$ cat src/rtl/led_chaser.sv
// led_chaser: LED pattern generator with four key-selectable modes and a
// programmable step rate. Each distinct non-zero key press advances the mode
// and restarts the pattern from the leftmost LED.
//
//   mode    | meaning
//   --------+-----------------------------------------------------------
//   SHIFT_R | single lit LED walks right, wrapping bit 0 -> leftmost
//   SHIFT_L | single lit LED walks left, wrapping leftmost -> bit 0
//   BOUNCE  | single lit LED walks back and forth, one tick at each end
//   FILL    | bar grows from the left, then all-off, then restarts
module led_chaser #(
    parameter int N_LEDS  = 8,
    parameter int DIV_MAX = 2000000,
    parameter int KEY_W   = 8
) (
    input  logic              clk,
    input  logic              rst_n,
    input  logic [KEY_W-1:0]  key_code,
    input  logic [1:0]        speed,
    output logic [N_LEDS-1:0] led,
    output logic [1:0]        mode
);

    localparam int CNT_W = $clog2(DIV_MAX + 1);
    localparam logic [CNT_W-1:0]  DIV_V  = CNT_W'(DIV_MAX);
    localparam logic [N_LEDS-1:0] MSB_1H = {1'b1, {(N_LEDS-1){1'b0}}};
    localparam logic [N_LEDS-1:0] ALL_1  = '1;

    typedef enum logic [1:0] {
        SHIFT_R = 2'd0,
        SHIFT_L = 2'd1,
        BOUNCE  = 2'd2,
        FILL    = 2'd3
    } mode_t;

    mode_t             mode_q;
    logic [CNT_W-1:0]  cnt;
    logic [CNT_W-1:0]  period;
    logic              tick;
    logic [KEY_W-1:0]  key_q;
    logic              key_evt;
    logic              dir_left;
    logic              is_one_hot;
    logic              is_bar;
    logic [N_LEDS-1:0] led_inv;
    logic [N_LEDS-1:0] led_next;
    logic              dir_next;
    logic              dir_eff;

    assign mode = mode_q;

    // Step period follows speed live; a counter already past the new limit ticks at once.
    always_comb begin
        period  = DIV_V >> speed;
        tick    = (cnt >= (period - CNT_W'(1)));
        key_evt = (key_code != key_q) && (key_code != '0);
    end

    // Pattern legality: one-hot for walking modes, left-aligned bar (or zero) for FILL.
    always_comb begin
        led_inv    = ~led;
        is_one_hot = (led != '0) && ((led & (led - N_LEDS'(1))) == '0);
        is_bar     = ((led_inv & (led_inv + N_LEDS'(1))) == '0);
    end

    // Next pattern and bounce direction for a tick; illegal patterns recover to MSB one-hot.
    always_comb begin
        led_next = MSB_1H;
        dir_next = 1'b0;
        dir_eff  = dir_left;
        case (mode_q)
            SHIFT_R: begin
                if (is_one_hot) led_next = {led[0], led[N_LEDS-1:1]};
            end
            SHIFT_L: begin
                if (is_one_hot) led_next = {led[N_LEDS-2:0], led[N_LEDS-1]};
            end
            BOUNCE: begin
                if (is_one_hot) begin
                    // An LED sitting at an end always heads back inward.
                    if (led[0])             dir_eff = 1'b1;
                    else if (led[N_LEDS-1]) dir_eff = 1'b0;
                    led_next = dir_eff ? (led << 1) : (led >> 1);
                    if (led_next[0])             dir_next = 1'b1;
                    else if (led_next[N_LEDS-1]) dir_next = 1'b0;
                    else                         dir_next = dir_eff;
                end
            end
            FILL: begin
                if (led == ALL_1)  led_next = '0;
                else if (is_bar)   led_next = (led >> 1) | MSB_1H;
            end
            default: begin
                led_next = MSB_1H;
            end
        endcase
    end

    // Step counter: cleared by a tick or by a key event.
    always_ff @(posedge clk or negedge rst_n) begin
        if (!rst_n) begin
            cnt <= '0;
        end else if (key_evt || tick) begin
            cnt <= '0;
        end else begin
            cnt <= cnt + CNT_W'(1);
        end
    end

    // Key history for press detection.
    always_ff @(posedge clk or negedge rst_n) begin
        if (!rst_n) begin
            key_q <= '0;
        end else begin
            key_q <= key_code;
        end
    end

    // Mode FSM and LED pattern; a key event wins over a coincident tick.
    always_ff @(posedge clk or negedge rst_n) begin
        if (!rst_n) begin
            mode_q   <= SHIFT_R;
            led      <= MSB_1H;
            dir_left <= 1'b0;
        end else if (key_evt) begin
            mode_q   <= mode_t'(mode_q + 2'd1);
            led      <= MSB_1H;
            dir_left <= 1'b0;
        end else if (tick) begin
            led      <= led_next;
            dir_left <= dir_next;
        end
    end

endmodule

$ cat config.mk
export PLATFORM = sky130hd
export DESIGN_NAME = led_chaser
export DESIGN_NICKNAME = d
export VERILOG_FILES = /design/src/rtl/led_chaser.sv
export SDC_FILE = /design/constraint.sdc
export NUM_CORES = 1
export LEC_CHECK = 0
export ABC_AREA = 1
export CELL_PAD_IN_SITES_DETAIL_PLACEMENT = 1
export CELL_PAD_IN_SITES_GLOBAL_PLACEMENT = 1
export CORE_MARGIN = 5
export CORE_UTILIZATION = 47
export CTS_CLUSTER_SIZE = 40
export DETAILED_ROUTE_END_ITERATION = 8
export PLACE_DENSITY = 0.84
export SLEW_MARGIN = 20
export SYNTH_ARGS = -nofsm -noshare
export SYNTH_HDL_FRONTEND = slang
export SYNTH_SLANG_ARGS = --single-unit
export TNS_END_PERCENT = 20
$ cat constraint.sdc
create_clock -name clk -period 4.4 [get_ports clk]
set_input_delay 0.44 -clock clk [delete_from_list [all_inputs] [get_ports clk]]
set_output_delay 0.44 -clock clk [all_outputs]
set_load 0.02 [all_outputs]
==> impl_metrics.py <==
metrics = {
    "floorplanning": {
        "die_h_um": 91.1,
        "die_x_um": 91.1,
        "core_mm2": 0.00639,
        "start_util_pct": 48.4,
        "row_count": 29,
        "ios": 22,
        "dieArea_mm2": 0.00830,
    },
    "logic_synthesis": {
        "synth_cell_type_count": 38,
        "syn-num-nets": 470,
        "synth_cells": 429,
        "synth_area_mm2": 0.00309,
        "avgSynthCellArea_um2": 7.21,
        "synth_edf_count": 0,
        "post-synth-top-count-cell": "nand2_1",
        "ys_warn_count": 0,
        "synth-async-reset-ratio_pct": 100,
        "synthTopCellsByArea": "dfrtp_1 (32%), nand2_1 (13%), ha_1 (12%), nand3_1 (6.0%), nor2_1 (5.7%)",
        "ys_ff_latch": 40,
        "yosysTopAreaCellShare_pct": 31.6,
        "yosysSeqAreaShare_pct": 32.4,
        "ys.flop_type": "dfrtp_1",
        "synth_top_cells_by_count": "nand2_1 (107), nor2_1 (47), inv_1 (45)",
        "synth_largest_area_cell": "dfrtp_1",
    },
    "global_route": {
        "grt_pass1_wl_um": 14600,
        "overflow": 0,
        "grt_use_total_pct": 21.3,
        "grt_max_degree": 41,
        "antenna_found_initial": 0,
        "first_global_vias": 3037,
    },
    "sta": {
        "hold_violations": 0,
        "setup_violations": 0,
        "slew_headroom_pct": 39.8,
        "rsz0062_at_grt": "false",
        "fmax_mhz": 300,
        "fin_crit_sh_pct": 75.7,
        "min_period_ns": 3.33,
        "skew_ns": 0.0105,
        "slew_viol_final": 0,
        "tightest_slew_ns": 0.902,
        "setup_tns_ns": 0,
    },
    "outcome": {
        "outcome": "finished clean",
    },
    "critical_path": {
        "crit_slowest_cell": "clkdlybuf4s50_1",
        "cp_data_required_time_ns": 4.64,
        "worst-r2r-cell-count": 11,
        "path_cells": "clkdlybuf4s50_1 -> inv_1 -> ha_1 -> inv_1 -> a2111oi_0 -> ha_1 -> nand3_1 -> inv_1 -> nand2_1 -> nand2_1 -> a21oi_2 -> nand4_4 -> inv_2 -> nand2_1 -> nor2_1",
        "crit_end": "cnt[19]",
        "cp_max_fo": 28,
        "r2r_start": "cnt[12]",
        "r2r-end": "cnt[19]",
        "crit_path_start": "speed[1]",
        "end_kind": "register",
        "cp.arrival_ns": 3.57,
        "worstSetupPathType": "input port to register",
        "cpPeakStageDelay_ns": 0.61,
        "regToRegSetupSlack_ns": 1.97,
        "start_kind": "input port",
    },
    "placed_design": {
        "gp_congestion": 0.840,
        "place_area_mm2": 0.00333,
        "dpl.hpwl_um": 6620,
        "port_buffers": 21,
    },
    "final_layout": {
        "drive_above_1_share_pct": 7.59,
        "area_delta_synth_final_pct": 11.5,
        "multiInputGateArea_mm2": 0.00183,
        "n_fill_cell": 830,
        "diodes": 0,
        "fin_nets": 488,
        "fin_area_mm2": 0.00345,
        "seqCellArea_mm2": 0.00100,
    },
    "cts": {
        "cts_tree": "done",
        "numCtsBuffers": 5,
        "cts.reportedPaths.clkPinSlew_ns": 0.09,
        "postCtsResizedCells": 0,
        "clock_latency_ns": 0.31,
        "cts_root_buf": "clkbuf_8",
        "cts_setup_buffers": 0,
        "postCtsHoldBufs": 0,
        "clock_path_buffers": 2,
        "cts.sinks": 40,
        "ctsHtreeMaxLevel": 2,
    },
    "power": {
        "pwr_density_cell_mw_per_mm2": 280,
        "cellLeakagePower_nw": 1.72,
        "vdd_drop_max_mv": 0.260,
    },
    "run": {
        "drv_cap": 0,
    },
    "routing": {
        "num_vias": 2884,
        "via_per_inst": 5.49,
        "drtIter0Drc": 69,
        "routed_wl_um": 8520,
        "wire_per_inst_um": 16.2,
        "drc": 0,
        "antenna_left": 0,
        "drtPass1Iterations": 5,
    },
    "worst_hold_path": {
        "worstHoldPathType": "input port to async pin",
    },
}
## cells by family after synthesis
group | after synthesis | synth area share (%)
other | 1 | 0.121
adder cells (fa/ha/maj) | 29 | 11.7
buffers and inverters | 62 | 8.30
AO/OA/AOI/OAI | 42 | 7.85
XOR/XNOR | 12 | 3.40
AND/OR/NAND/NOR | 243 | 36.2
flip-flops | 40 | 32.4
## layout by cell type, fill, tap and decap left out, types with 2 or more instances in the layout
cell type	count
a21oi_1	16
a21oi_2	2
clkbuf_8	5
clkdlybuf4s50_1	20
dfrtp_1	39
ha_1	29
inv_1	45
inv_2	5
nand2_1	107
nand2_2	4
nand3_1	37
nand4_1	20
nor2_1	47
nor2_2	4
nor2_4	4
nor3_1	11
nor4_1	2
o21a_1	2
o21ai_0	9
o21ai_1	6
o21bai_1	4
or2_0	2
xnor2_1	4
xor2_1	8
## flip-flops by register name, indices dropped and copies added, names as in the netlist
signal / count
cnt: 21
key_q: 8
led: 8
mode: 2
dir_left: 1
## final cells by class
type / instances / area share [%]
clock buffer: 5 / 2.00
sequential: 40 / 29.1
inverter: 52 / 5.70
multi-input combinational: 327 / 53.2
timing repair buffer: 21 / 5.95
clock inverter: 3 / 1.34
tap: 77 / 2.79
## worst min-delay path by stage
stage / endpoint / startpoint / slack [ns] / cells after the start
finish: key_q[7] / rst_n / 0.25 / 1
global placement: dir_left / dir_left / 0.46 / 2
CTS: key_q[7] / rst_n / 0.28 / 1
floorplan: cnt[0] / rst_n / 0.14 / 0
detailed placement: dir_left / dir_left / 0.50 / 2
global route: key_q[7] / rst_n / 0.33 / 1
## critical path, delay by kind of cell
family	cells	cell delay, ns
compound gates	2	0.60
simple gates	6	0.75
fa+ha+maj	2	0.63
buf+inv	5	1.13
## metrics by stage
stage	util, %	cells	worst slack, ns	hold WS (ns)	total power [mW]
floorplan	-	429	2.00	0.144	0.561
global route	54.0	525	0.719	0.332	1.02
detailed placement	52.2	517	0.720	0.497	0.657
global placement	52.2	517	0.848	0.463	0.648
finish	54.0	525	1.07	0.251	0.966
CTS	54.0	525	1.04	0.283	0.977
## metal layers
layer | GRT usage (%) | vias up | share of wire, %
met2 | 39.3 | 47 | 52
met1 | 25.5 | 1381 | 43
met3 | 3.22 | 19 | 3.1
li1 | - | 1437 | -
met4 | 6.11 | 0 | 2.1
met5 | 0 | - | 0
## report_power, final
part	total, mW	internal [mW]	switching, mW
registers	0.397	0.381	0.0159
logic	0.254	0.0895	0.164
clock network	0.316	0.171	0.145
(Power assumes the default switching activity.)
